==> src/rtl/rv32_mem_pkg.sv <==
// Shared definitions for the RV32 load/store path.
//   F3_*          funct3 width/sign codes for loads and stores
//   lsu_state_e   load/store unit FSM states
//   byte_enables  byte-lane mask for an access of the given size and low address bits
package rv32_mem_pkg;

   localparam logic [2:0] F3_B  = 3'b000;
   localparam logic [2:0] F3_H  = 3'b001;
   localparam logic [2:0] F3_W  = 3'b010;
   localparam logic [2:0] F3_BU = 3'b100;
   localparam logic [2:0] F3_HU = 3'b101;

   typedef enum logic [1:0] {
      ST_IDLE   = 2'd0,
      ST_ACCESS = 2'd1,
      ST_DONE   = 2'd2
   } lsu_state_e;

   // size is funct3[1:0] (00 byte, 01 half, 10 word); lane is addr[1:0].
   function automatic logic [3:0] byte_enables(input logic [1:0] size, input logic [1:0] lane);
      logic [3:0] be;
      case (size)
         2'b00:   be = 4'b0001 << lane;
         2'b01:   be = lane[1] ? 4'b1100 : 4'b0011;
         default: be = 4'b1111;
      endcase
      return be;
   endfunction

endpackage

==> src/rtl/lsu_align.sv <==
// Combinational lane steering for the load/store unit.
//   st_size   in   2   store size (funct3[1:0])
//   st_data   in   32  rs2 value
//   st_wdata  out  32  store data replicated onto every lane it may land in
//   ld_funct3 in   3   load width/sign code
//   ld_lane   in   2   byte offset of the load (addr[1:0])
//   ld_rdata  in   32  aligned memory word
//   ld_value  out  32  selected lane, sign- or zero-extended
module lsu_align
   import rv32_mem_pkg::*;
(
   input  logic [1:0]  st_size,
   input  logic [31:0] st_data,
   output logic [31:0] st_wdata,
   input  logic [2:0]  ld_funct3,
   input  logic [1:0]  ld_lane,
   input  logic [31:0] ld_rdata,
   output logic [31:0] ld_value
);

   logic [31:0] shifted;

   // Replication lets byte enables alone pick the written lane.
   always_comb begin
      // NOTE: every output gets a default first so no path through the case infers a latch.
      st_wdata = st_data;
      case (st_size)
         2'b00:   st_wdata = {4{st_data[7:0]}};
         2'b01:   st_wdata = {2{st_data[15:0]}};
         default: st_wdata = st_data;
      endcase
   end

   // Bring the addressed lane down to bit 0, then extend it.
   assign shifted = ld_rdata >> {ld_lane, 3'b000};

   always_comb begin
      ld_value = shifted;
      case (ld_funct3)
         F3_B:    ld_value = {{24{shifted[7]}},  shifted[7:0]};
         F3_H:    ld_value = {{16{shifted[15]}}, shifted[15:0]};
         F3_BU:   ld_value = {24'd0, shifted[7:0]};
         F3_HU:   ld_value = {16'd0, shifted[15:0]};
         default: ld_value = shifted;
      endcase
   end

endmodule

==> src/rtl/load_store_unit.sv <==
// Load/store unit between register-read/ALU and data memory. Accepts one request
// in IDLE, issues a held word-aligned memory request, and reports completion with
// a one-cycle done pulse; misaligned, illegal and timed-out accesses end with err.
//   clock, reset             rising-edge clock, async active-high reset
//   lsu_valid/lsu_ready      request handshake (ready only in IDLE)
//   is_load, is_store        operation type
//   funct3, addr, store_data request fields
//   load_data, done, err     completion result
//   mem_req/we/addr/be/wdata memory request, held until mem_ack
//   mem_ack, mem_rdata       memory response
module load_store_unit
   import rv32_mem_pkg::*;
#(
   parameter int TIMEOUT_CYCLES = 16
) (
   input  logic        clock,
   input  logic        reset,
   input  logic        lsu_valid,
   output logic        lsu_ready,
   input  logic        is_load,
   input  logic        is_store,
   input  logic [2:0]  funct3,
   input  logic [31:0] addr,
   input  logic [31:0] store_data,
   output logic [31:0] load_data,
   output logic        done,
   output logic        err,
   output logic        mem_req,
   output logic        mem_we,
   output logic [31:0] mem_addr,
   output logic [3:0]  mem_be,
   output logic [31:0] mem_wdata,
   input  logic        mem_ack,
   input  logic [31:0] mem_rdata
);

   localparam int CW = $clog2(TIMEOUT_CYCLES + 1);

   lsu_state_e  state;
   logic [CW-1:0] wait_cnt;
   logic [2:0]  op_funct3;
   logic [1:0]  op_lane;
   logic        op_load;
   logic        legal;
   logic        aligned;
   logic [31:0] st_wdata;
   logic [31:0] ld_value;

   always_comb begin
      legal = 1'b0;
      if (is_load && !is_store)
         legal = (funct3 == F3_B) || (funct3 == F3_H) || (funct3 == F3_W) ||
                 (funct3 == F3_BU) || (funct3 == F3_HU);
      else if (is_store && !is_load)
         legal = (funct3 == F3_B) || (funct3 == F3_H) || (funct3 == F3_W);
   end

   // Only funct3[1:0] decides size; illegal codes are rejected by 'legal' anyway.
   assign aligned = (funct3[1:0] == 2'b01) ? !addr[0] :
                    (funct3[1:0] == 2'b10) ? (addr[1:0] == 2'b00) : 1'b1;

   lsu_align u_align (
      .st_size   (funct3[1:0]),
      .st_data   (store_data),
      .st_wdata  (st_wdata),
      .ld_funct3 (op_funct3),
      .ld_lane   (op_lane),
      .ld_rdata  (mem_rdata),
      .ld_value  (ld_value)
   );

   // NOTE: all state and registered outputs use <= so each flop samples pre-edge values.
   always_ff @(posedge clock or posedge reset) begin
      if (reset) begin
         state     <= ST_IDLE;
         wait_cnt  <= '0;
         op_funct3 <= '0;
         op_lane   <= '0;
         op_load   <= 1'b0;
         lsu_ready <= 1'b1;
         done      <= 1'b0;
         err       <= 1'b0;
         load_data <= '0;
         mem_req   <= 1'b0;
         mem_we    <= 1'b0;
         mem_addr  <= '0;
         mem_be    <= '0;
         mem_wdata <= '0;
      end else begin
         done <= 1'b0;
         case (state)
            ST_IDLE: begin
               if (lsu_valid) begin
                  lsu_ready <= 1'b0;
                  op_funct3 <= funct3;
                  op_lane   <= addr[1:0];
                  op_load   <= is_load;
                  wait_cnt  <= '0;
                  if (legal && aligned) begin
                     state     <= ST_ACCESS;
                     mem_req   <= 1'b1;
                     mem_we    <= is_store;
                     mem_addr  <= {addr[31:2], 2'b00};
                     mem_be    <= byte_enables(funct3[1:0], addr[1:0]);
                     mem_wdata <= is_store ? st_wdata : 32'd0;
                  end else begin
                     state <= ST_DONE;
                     done  <= 1'b1;
                     err   <= 1'b1;
                  end
               end
            end
            ST_ACCESS: begin
               wait_cnt <= wait_cnt + 1'b1;
               // An ack in the cycle the counter would reach the limit still wins.
               if (mem_ack || wait_cnt == CW'(TIMEOUT_CYCLES - 1)) begin
                  state     <= ST_DONE;
                  done      <= 1'b1;
                  err       <= !mem_ack;
                  mem_req   <= 1'b0;
                  mem_we    <= 1'b0;
                  mem_addr  <= '0;
                  mem_be    <= '0;
                  mem_wdata <= '0;
                  if (mem_ack && op_load)
                     load_data <= ld_value;
               end
            end
            default: begin
               state     <= ST_IDLE;
               err       <= 1'b0;
               lsu_ready <= 1'b1;
            end
         endcase
      end
   end

endmodule
==> config.mk <==
export PLATFORM = sky130hd
export DESIGN_NAME = load_store_unit
export DESIGN_NICKNAME = d
export VERILOG_FILES = /design/src/rtl/rv32_mem_pkg.sv /design/src/rtl/lsu_align.sv /design/src/rtl/load_store_unit.sv
export SDC_FILE = /design/constraint.sdc
export NUM_CORES = 1
export LEC_CHECK = 0
export ABC_CLOCK_PERIOD_IN_PS = 10220
export BUFFER_PORTS_ARGS = -buffer_cell sky130_fd_sc_hd__clkbuf_2
export CAP_MARGIN = 30
export CORE_ASPECT_RATIO = 0.75
export CORE_MARGIN = 4
export CORE_UTILIZATION = 45
export DETAILED_ROUTE_END_ITERATION = 10
export PLACE_DENSITY = 0.85
export SLEW_MARGIN = 20
export SYNTH_ARGS = -nofsm -noshare
export SYNTH_HDL_FRONTEND = slang
export SYNTH_SLANG_ARGS = --single-unit
==> constraint.sdc <==
create_clock -name clock -period 10.22 [get_ports clock]
set_clock_uncertainty 0.2 [all_clocks]
set_input_delay 1.022 -clock clock [delete_from_list [all_inputs] [get_ports clock]]
set_output_delay 1.022 -clock clock [all_outputs]
set_load 0.01 [all_outputs]
==> metrics.txt <==
met3 WL=1120 um; Internal=0.00121 W; antenna-violating nets left=0; Hold Path Origin=wait_cnt[4]; Crit. End Element=flip-flop; reg-to-reg critical path startpoint=op_lane[1]; hpwl dp=11100 um; share of cells above drive strength 1=0.373; grt total ovfl=0; Flop pwr share=0.384; ys async rst share=1.00; Max Freq=362 MHz; Initial Util=0.466; Hold Path Sink=wait_cnt[4]; Clock Latency Late Sink=400 ps; mean area per synthesized cell=10.4 um^2; die width=135 um; worst vdd ir=0.127 mV; critical path peak fanout=26; FF-to-FF setup slack=7460 ps; H-tree Lvls=4; post-synthesis sequential area ratio=0.533; average wire per cell in the routed design=17.0 um; post_cts resized=0; Most used DFF post-synth=dfrtp_1; flops & latches, synth=116; RePlAce Congestion=0.885; 1st-iter DRT viols=214; Synth Instances=523; Pleak=3.73 nW; top layer in use=met4; CTS Buf Count=17; met2 wire len=7050 um; combinational share of power=0.244; number of port buffers=207; DR vias/cell=5.29; sw frac=0.298; core box area=11700 um^2; Netlist cell types=49; # rows=34; setup_tns=0 ps; Post-CTS Setup Inserts=0; Worst R2R End=load_data[25]; Slew Viols, Final=0; Worst EP arrival=2890 ps; largest family of logic cells by synthesized area=compound AO/OA/AOI/OAI gates; cts hold-fix bufs=0; worst slew pin tran=945 ps; Die Y=103 um; CTS tree=built; Synth Area in XOR/XNOR=0; First-pass DRT Iterations=4; RSZ-0062 raised after global routing=false; GRT Total Usage=0.216; # IOs=210; Layout Nets=825; vias in the first global route=4667; clock sink count=116; first-pass GRT wire length=23800 um; Syn Std Cell Area=5450 um^2; clock-pin slew on the worst setup and hold paths=50 ps; Final setup violation count=0; Hold Path Cell Cnt=2; period utilization=0.270; post-synthesis adder-cell area fraction=0.00459; status=completed; die area=13900 um^2; Post-synth EDFFs=0; Worst Setup Start Kind=flip-flop; clock root buffer=clkbuf_16; n_diodes=0; WS Path Type=flip-flop to flip-flop; CTS Buffer Depth=2; post-synthesis compound-gate area fraction=0.179; relative slew slack=0.369; Placement Cell Area=6530 um^2; switching power total=0.000515 W; total number of vias=4717; initial antenna violation count=0; MaxCap Viol Count=0; Simple-Gate Fraction of Synth Area=0.138; final instance area=7220 um^2; largest net degree at the start of global routing=71; wire length on met1=6700 um; Register-to-Register Path Depth=3; Final min period=2760 ps; power per cell area=239 nW/um^2; DRC=0; endpoints failing hold=0; Required @ worst endpoint=10350 ps; Clock power frac=0.373; post-synthesis mux area share=0.107; HP Class=flip-flop to flip-flop; area delta synth->final=32.5%; Synthesis Warnings=0; WL final=15200 um
-- power groups by stage --
stage                     Clock [W]  Combinational, W  Sequential, W
after detailed placement          0          0.000421       0.000668
after floorplan                   0          0.000189       0.000702
final                      0.000644          0.000421       0.000663
after CTS                  0.000655          0.000422       0.000663
after global routing       0.000678          0.000462       0.000677
after global placement            0          0.000411       0.000661
-- cells in the final DEF, fill, tap and decap left out, types with 2 or more instances in the layout --
master and instances:
a21o_1 4, a21oi_1 22, a221o_1 9, a22o_1 19, a31o_2 2, and2_1 7, and3_1 2, buf_12 2
buf_4 5, bufinv_16 5, clkbuf_1 3, clkbuf_16 17, clkbuf_2 207, clkbuf_8 2, clkinv_2 2, conb_1 2
dfrtp_1 115, ha_1 2, inv_1 2, mux2_2 14, mux2i_1 40, nand2_1 89, nand2b_1 5, nand3_1 15
nor2_1 32, nor2b_1 4, o21ai_0 59, o2bb2ai_1 16
-- sequential cells by signal (all words and copies together) (netlist names) --
name	flops
lsu_ready	1
op_funct3	3
done	1
mem_we	1
op_load	1
state	2
wait_cnt	5
err	1
mem_addr	30
mem_be	4
mem_req	1
mem_wdata	32
op_lane	2
load_data	32
-- synth_stat cells, drive strengths merged (2+ instances only) --
cell type / instances / area, um^2
a21oi: 23 / 119
nand3: 15 / 75.1
mux2i: 40 / 400
nand2: 89 / 334
clkbuf: 14 / 52.6
a31o: 2 / 17.5
a21o: 4 / 30.0
nor2: 32 / 120
a221o: 9 / 90.1
dfrtp: 115 / 2880
o21ai: 60 / 304
buf: 25 / 141
inv: 3 / 11.3
nor3b: 3 / 38.8
o2bb2ai: 16 / 140
nand2b: 5 / 31.3
mux2: 14 / 158
nor2b: 4 / 25.0
a22o: 19 / 166
and3: 2 / 12.5
and2: 8 / 52.6
ha: 2 / 25.0
-- how the worst max path moves through the flow --
stage               start       endpoint  slack (ps)  depth (start not counted)
3_5_place_dp    funct3[1]   mem_addr[30]        6810                          4
3_3_place_gp    funct3[1]      mem_be[3]        6990                          5
2_1_floorplan       reset           done        5930                          1
5_1_grt        op_lane[1]  load_data[29]        7290                          3
6_report       op_lane[1]  load_data[25]        7460                          3
4_1_cts         funct3[1]   mem_addr[30]        7230                          4
-- cells by family (layout without fill, tap and decap cells) --
logic type / after synthesis / count (layout)
muxes: 55 / 55
buffers and inverters: 42 / 248
and+or+nand+nor: 163 / 163
other: 1 / 2
DFF: 116 / 116
AOI/OAI and AO/OA: 144 / 144
adders and majority gates: 2 / 2
-- metal layers --
metal / global-route usage / vias to the layer above
met5: 0 / -
met4: 0.0782 / 0
met3: 0.0532 / 28
met2: 0.346 / 173
met1: 0.290 / 2277
li1: - / 2239
-- through the flow --
| step | power, W | worst slack [ps] | util | cells | hold slack [ps] |
|---|---|---|---|---|---|
| 2_1_floorplan | 0.000891 | 5930 | - | 524 | 250 |
| 3_3_place_gp | 0.00107 | 6990 | 0.558 | 858 | 261 |
| 3_5_place_dp | 0.00109 | 6810 | 0.558 | 858 | 272 |
| 4_1_cts | 0.00174 | 7230 | 0.613 | 889 | 283 |
| 5_1_grt | 0.00182 | 7290 | 0.617 | 892 | 304 |
| 6_report | 0.00173 | 7460 | 0.617 | 892 | 282 |
-- worst max-delay path, stage by stage (launching register included) --
cell	delay, ps
dfrtp_1	680
nor2b_1	690
nor3b_1	840
a221o_1	280
-- area by class of cell --
cell class	count	area (um^2)
clock inverters	9	176
inverters	3	13.8
fillers	954	4480
repair buffers	214	1110
well taps	162	203
multi-input cells	366	2340
flip-flops and latches	116	2900
clock buffers	22	464
Note: power is estimated with default switching activity, not from simulation.
